==> src/rtl/sram_port_arbiter.sv <==
// sram_port_arbiter: shares one single-port SRAM between instruction-fetch and data ports
module sram_port_arbiter #(
    parameter int ADDR_W          = 32,
    parameter int DATA_W          = 32,
    parameter int MAX_DATA_STREAK = 3
) (
    input  logic                clk,
    input  logic                resetn,
    input  logic                inst_req,
    input  logic [ADDR_W-1:0]   inst_addr,
    output logic                inst_gnt,
    output logic                inst_rvalid,
    output logic [DATA_W-1:0]   inst_rdata,
    input  logic                data_req,
    input  logic [DATA_W/8-1:0] data_wen,
    input  logic [ADDR_W-1:0]   data_addr,
    input  logic [DATA_W-1:0]   data_wdata,
    output logic                data_gnt,
    output logic                data_rvalid,
    output logic [DATA_W-1:0]   data_rdata,
    output logic                if_stall,
    output logic                mem_stall,
    output logic                mem_en,
    output logic [DATA_W/8-1:0] mem_wen,
    output logic [ADDR_W-1:0]   mem_addr,
    output logic [DATA_W-1:0]   mem_wdata,
    input  logic [DATA_W-1:0]   mem_rdata,
    output logic [15:0]         conflict_cnt
);
    localparam logic [3:0] MAX_S = 4'(MAX_DATA_STREAK);

    typedef enum logic [1:0] {OWN_NONE, OWN_INST, OWN_DATA_RD} owner_e;

    owner_e      owner_q, owner_d;
    logic [3:0]  streak_q, streak_d;
    logic [15:0] conflict_q, conflict_d;

    // Per-cycle arbitration: data normally wins, fetch is forced once the streak limit is hit
    always_comb begin
        inst_gnt  = inst_req & (~data_req | (streak_q == MAX_S));
        data_gnt  = data_req & ~inst_gnt;
        if_stall  = inst_req & ~inst_gnt;
        mem_stall = data_req & ~data_gnt;
        mem_en    = inst_gnt | data_gnt;
        mem_addr  = inst_gnt ? inst_addr : data_gnt ? data_addr : '0;
        mem_wen   = data_gnt ? data_wen : '0;
        mem_wdata = data_gnt ? data_wdata : '0;
    end

    // Next owner of the read response, streak and saturating conflict count
    always_comb begin
        owner_d    = inst_gnt ? OWN_INST : (data_gnt && data_wen == '0) ? OWN_DATA_RD : OWN_NONE;
        streak_d   = (inst_gnt | ~inst_req) ? 4'd0 : data_gnt ? streak_q + 4'd1 : streak_q;
        conflict_d = (inst_req & data_req & (conflict_q != 16'hFFFF)) ? conflict_q + 16'd1 : conflict_q;
    end

    // State registers; reset drops any in-flight response immediately
    always_ff @(posedge clk or negedge resetn) begin
        if (!resetn) begin
            owner_q    <= OWN_NONE;
            streak_q   <= 4'd0;
            conflict_q <= 16'd0;
        end else begin
            owner_q    <= owner_d;
            streak_q   <= streak_d;
            conflict_q <= conflict_d;
        end
    end

    // Route the SRAM read data to whichever port owns this cycle's response
    always_comb begin
        inst_rvalid  = (owner_q == OWN_INST);
        data_rvalid  = (owner_q == OWN_DATA_RD);
        inst_rdata   = inst_rvalid ? mem_rdata : '0;
        data_rdata   = data_rvalid ? mem_rdata : '0;
        conflict_cnt = conflict_q;
    end
endmodule

==> config.mk <==
export PLATFORM = sky130hd
export DESIGN_NAME = sram_port_arbiter
export DESIGN_NICKNAME = d
export VERILOG_FILES = /design/src/rtl/sram_port_arbiter.sv
export SDC_FILE = /design/constraint.sdc
export NUM_CORES = 1
export LEC_CHECK = 0
export CAP_MARGIN = 15
export CORE_AREA = 2 2 114 116
export DETAILED_ROUTE_END_ITERATION = 10
export DIE_AREA = 0 0 116 118
export GPL_ROUTABILITY_DRIVEN = 0
export PLACE_DENSITY = 0.69
export SETUP_SLACK_MARGIN = 0.2
export SLEW_MARGIN = 30
export SYNTH_ARGS = -nofsm -noshare
export SYNTH_HDL_FRONTEND = slang
export SYNTH_SLANG_ARGS = --single-unit
==> constraint.sdc <==
create_clock -name clk -period 1.65 [get_ports clk]
set_input_delay 0.165 -clock clk [delete_from_list [all_inputs] [get_ports clk]]
set_output_delay 0.165 -clock clk [all_outputs]
set_load 0.05 [all_outputs]
==> flow_metrics.py <==
metrics = {
    "clock_network": {
        "cts_buffer_depth": 2,
        "cts_made_buffers": 3,
        "cts.sink_count": 22,
        "root_buffer": "clkbuf_16",
        "clk_latency_ns": 0.26,
        "cts_tree": "built",
        "htreeDepth": 1,
        "clk_pin_slew_ns": 0.06,
    },
    "synthesis": {
        "synthAdderAreaFrac_pct": 1.125,
        "synthCells": 313,
        "synth_area_um2": 2225,
        "synth_mux_area_share_pct": 0.6749,
        "synth_compound_area_share_pct": 9.168,
        "yosysMostFrequentCell": "and2_1",
        "async_flop_share_pct": 100.0,
        "synth_nets": 451,
        "yosys_warnings": 0,
        "synth-seq-cells": 22,
        "synth_edf_count": 0,
        "ys_seq_area_share_pct": 24.75,
        "yosys.area.top_type": "and2_1",
        "syn_area_per_cell_um2": 7.107,
        "yosys.area.top_type_share_pct": 29.25,
        "synthSimpleGateAreaFrac_pct": 52.92,
        "synth.distinct_cells": 35,
        "netlist_top_cells_count": "and2_1 (104), nand2_1 (67), o21ai_0 (31)",
        "synth_top_family_by_area": "simple AND/OR/NAND/NOR gates",
        "ys.flop_type": "dfrtp_1",
        "synthXorXnorAreaFrac_pct": 5.906,
        "synthTopCellsByArea": "and2_1 (29%), dfrtp_1 (25%), nand2_1 (11%)",
    },
    "placed_design": {
        "io_buffers": 290,
        "place_hpwl_um": 11300,
        "dp_cells": 793,
        "dp_worst_setup_slack_ns": -0.3156,
    },
    "global_route": {
        "grt-ovfl-total": 0,
        "grt_pass1_vias": 3779,
        "use_met2_pct": 38.45,
        "grt_max_degree": 38,
        "use_met3_pct": 3.811,
        "grt_pass1_wl_um": 20830,
        "antenna_found_initial": 1,
        "grt_usage_pct": 19.40,
        "busiest_layer": "met2",
        "met1_usage_pct": 20.76,
    },
    "route": {
        "drt_wl_total_um": 15210,
        "drtPass1Iterations": 4,
        "postRouteAntennaNets": 0,
        "drt_iter0_markers": 78,
        "viasPerCell": 4.323,
        "vias": 3588,
        "wl_per_cell_um": 18.33,
        "drc": 0,
    },
    "pwr": {
        "cellPowerDensity_nw_per_um2": 526.1,
        "vdd_drop_max_uv": 805.8,
        "p_leak_nw": 3.575,
    },
    "floorplanning": {
        "core-area_um2": 12410,
        "die_h_um": 118,
        "io_pins": 291,
        "start_util_pct": 17.92,
        "rows": 41,
        "die_x_um": 116,
        "dieArea_um2": 13690,
    },
    "final_layout": {
        "fin_util_pct": 68.00,
        "nFillCells": 880,
        "syn2layout_area_growth_pct": 279.5,
        "stdcell_count": 830,
        "final_nets": 796,
        "drive_above_1_share_pct": 63.93,
    },
    "sta": {
        "rsz0062_at_grt": "true",
        "finalCriticalPeriod_ns": 2.285,
        "timing.final.crit_share_pct": 138.5,
        "fin_hold_ws_ns": 0.2711,
        "max-slew-margin-rel_pct": 77.88,
        "setup_viol": 74,
        "hold_viol": 0,
        "timing_max_transition_violations_final": 0,
        "fmax_ghz": 0.4377,
        "worst_slack_ns": -0.6349,
        "skew_ns": 0.005704,
        "worstMarginPinSlew_ns": 0.3311,
    },
    "flow_run": {
        "drv_cap": 0,
    },
    "setup_path": {
        "path_max_fanout": 9,
        "end_kind": "output port",
        "critPathKind": "reg2out",
        "crit_arrival_ns": 2.12,
        "crit_path_start_kind": "flip-flop",
        "required_ns": 1.48,
    },
    "status": {
        "status": "complete, but fails checks",
        "violations": "setup timing",
    },
    "hold_path": {
        "hold_class": "in2async",
    },
}
==> flip-flops by register name, indices dropped and copies added (netlist names) <==
register,flops
conflict_cnt,16
owner_q,2
streak_q,4
==> critical path, stage by stage, from the launching register on <==
cell and delay (ns):
dfrtp_1 0.39, ha_2 0.20, or3b_4 0.25, a21boi_4 0.06
buf_12 0.14, nor2b_4 0.29, clkbuf_16 0.24, and2_4 0.16
buf_12 0.13
==> metrics by stage <==
step,TNS (ns),total power [W],cell area [um^2]
6_report,-42.15,0.004441,8442
3_5_place_dp,-18.66,0.003477,7496
3_3_place_gp,-15.22,0.003430,7496
5_1_grt,-46.91,0.004607,8442
2_1_floorplan,-12.78,0.002153,2824
4_1_cts,-37.52,0.004244,7974
==> path summary, 6_finish.rpt <==
path / end / slack (ns) / from / depth (start not counted)
max: mem_wdata[3] / -0.63 / streak_q[1] / 8
min: streak_q[1] / 0.27 / resetn / 2
max reg2reg: owner_q[1] / -0.25 / streak_q[0] / 8
min reg2reg: conflict_cnt[15] / 0.50 / conflict_cnt[15] / 1
max in group asynchronous: conflict_cnt[13] / 1.13 / resetn / 2
min in group clk: conflict_cnt[15] / 0.50 / conflict_cnt[15] / 1
==> what timing repair did <==
| action | 4_1_cts | 5_1_grt |
|---|---|---|
| pin swaps | 33 | 35 |
| resized for setup | 88 | 60 |
| setup endpoints to repair | 148 | 152 |
| hold buffers | 0 | 0 |
| buffers inserted | 8 | 11 |
| cloned | 3 | 10 |
==> where the power goes <==
group,switching [W],internal [W],leakage [nW]
Sequential,0.000154,0.000637,0.269
Combinational,0.00148,0.00148,3.25
Clock,0.000204,0.000482,0.0511
==> metal layers <==
layer  up-vias  wire length [um]
met3        10               930
met4         0               192
met1      1712              5272
met5         -                 0
li1       1711                 -
met2       155              8818
==> final cells by class <==
cell class / count / area [um^2] / share of cell area (%)
clock buffer: 3 / 75.07 / 0.8893
inverter: 1 / 6.256 / 0.07411
sequential: 22 / 570.5 / 6.759
clock inverter: 1 / 30.03 / 0.3557
tap: 172 / 215.2 / 2.549
antenna: 1 / 2.502 / 0.02964
timing repair buffer: 362 / 5186 / 61.43
multi-input combinational: 268 / 2356 / 27.91
==> cells in the final DEF, fill, tap and decap left out, types with 8 or more instances in the layout <==
cell	synthesis	routed
xor2_1	8	8
clkdlybuf4s50_1	0	134
o21ai_4	0	32
nand2_1	67	51
dfrtp_2	0	16
clkbuf_16	0	10
nand2_2	0	12
buf_12	0	149
buf_6	2	18
and2_4	0	101
buf_4	4	46
==> cells by family after synthesis <==
kind of cell | Yosys count
DFF | 22
xor gates and xnor gates | 15
buffers and inverters | 23
and+or+nand+nor | 212
adders and majority gates | 2
muxes | 1
AOI/OAI and AO/OA | 38
Note: power is estimated with default switching activity, not from simulation.
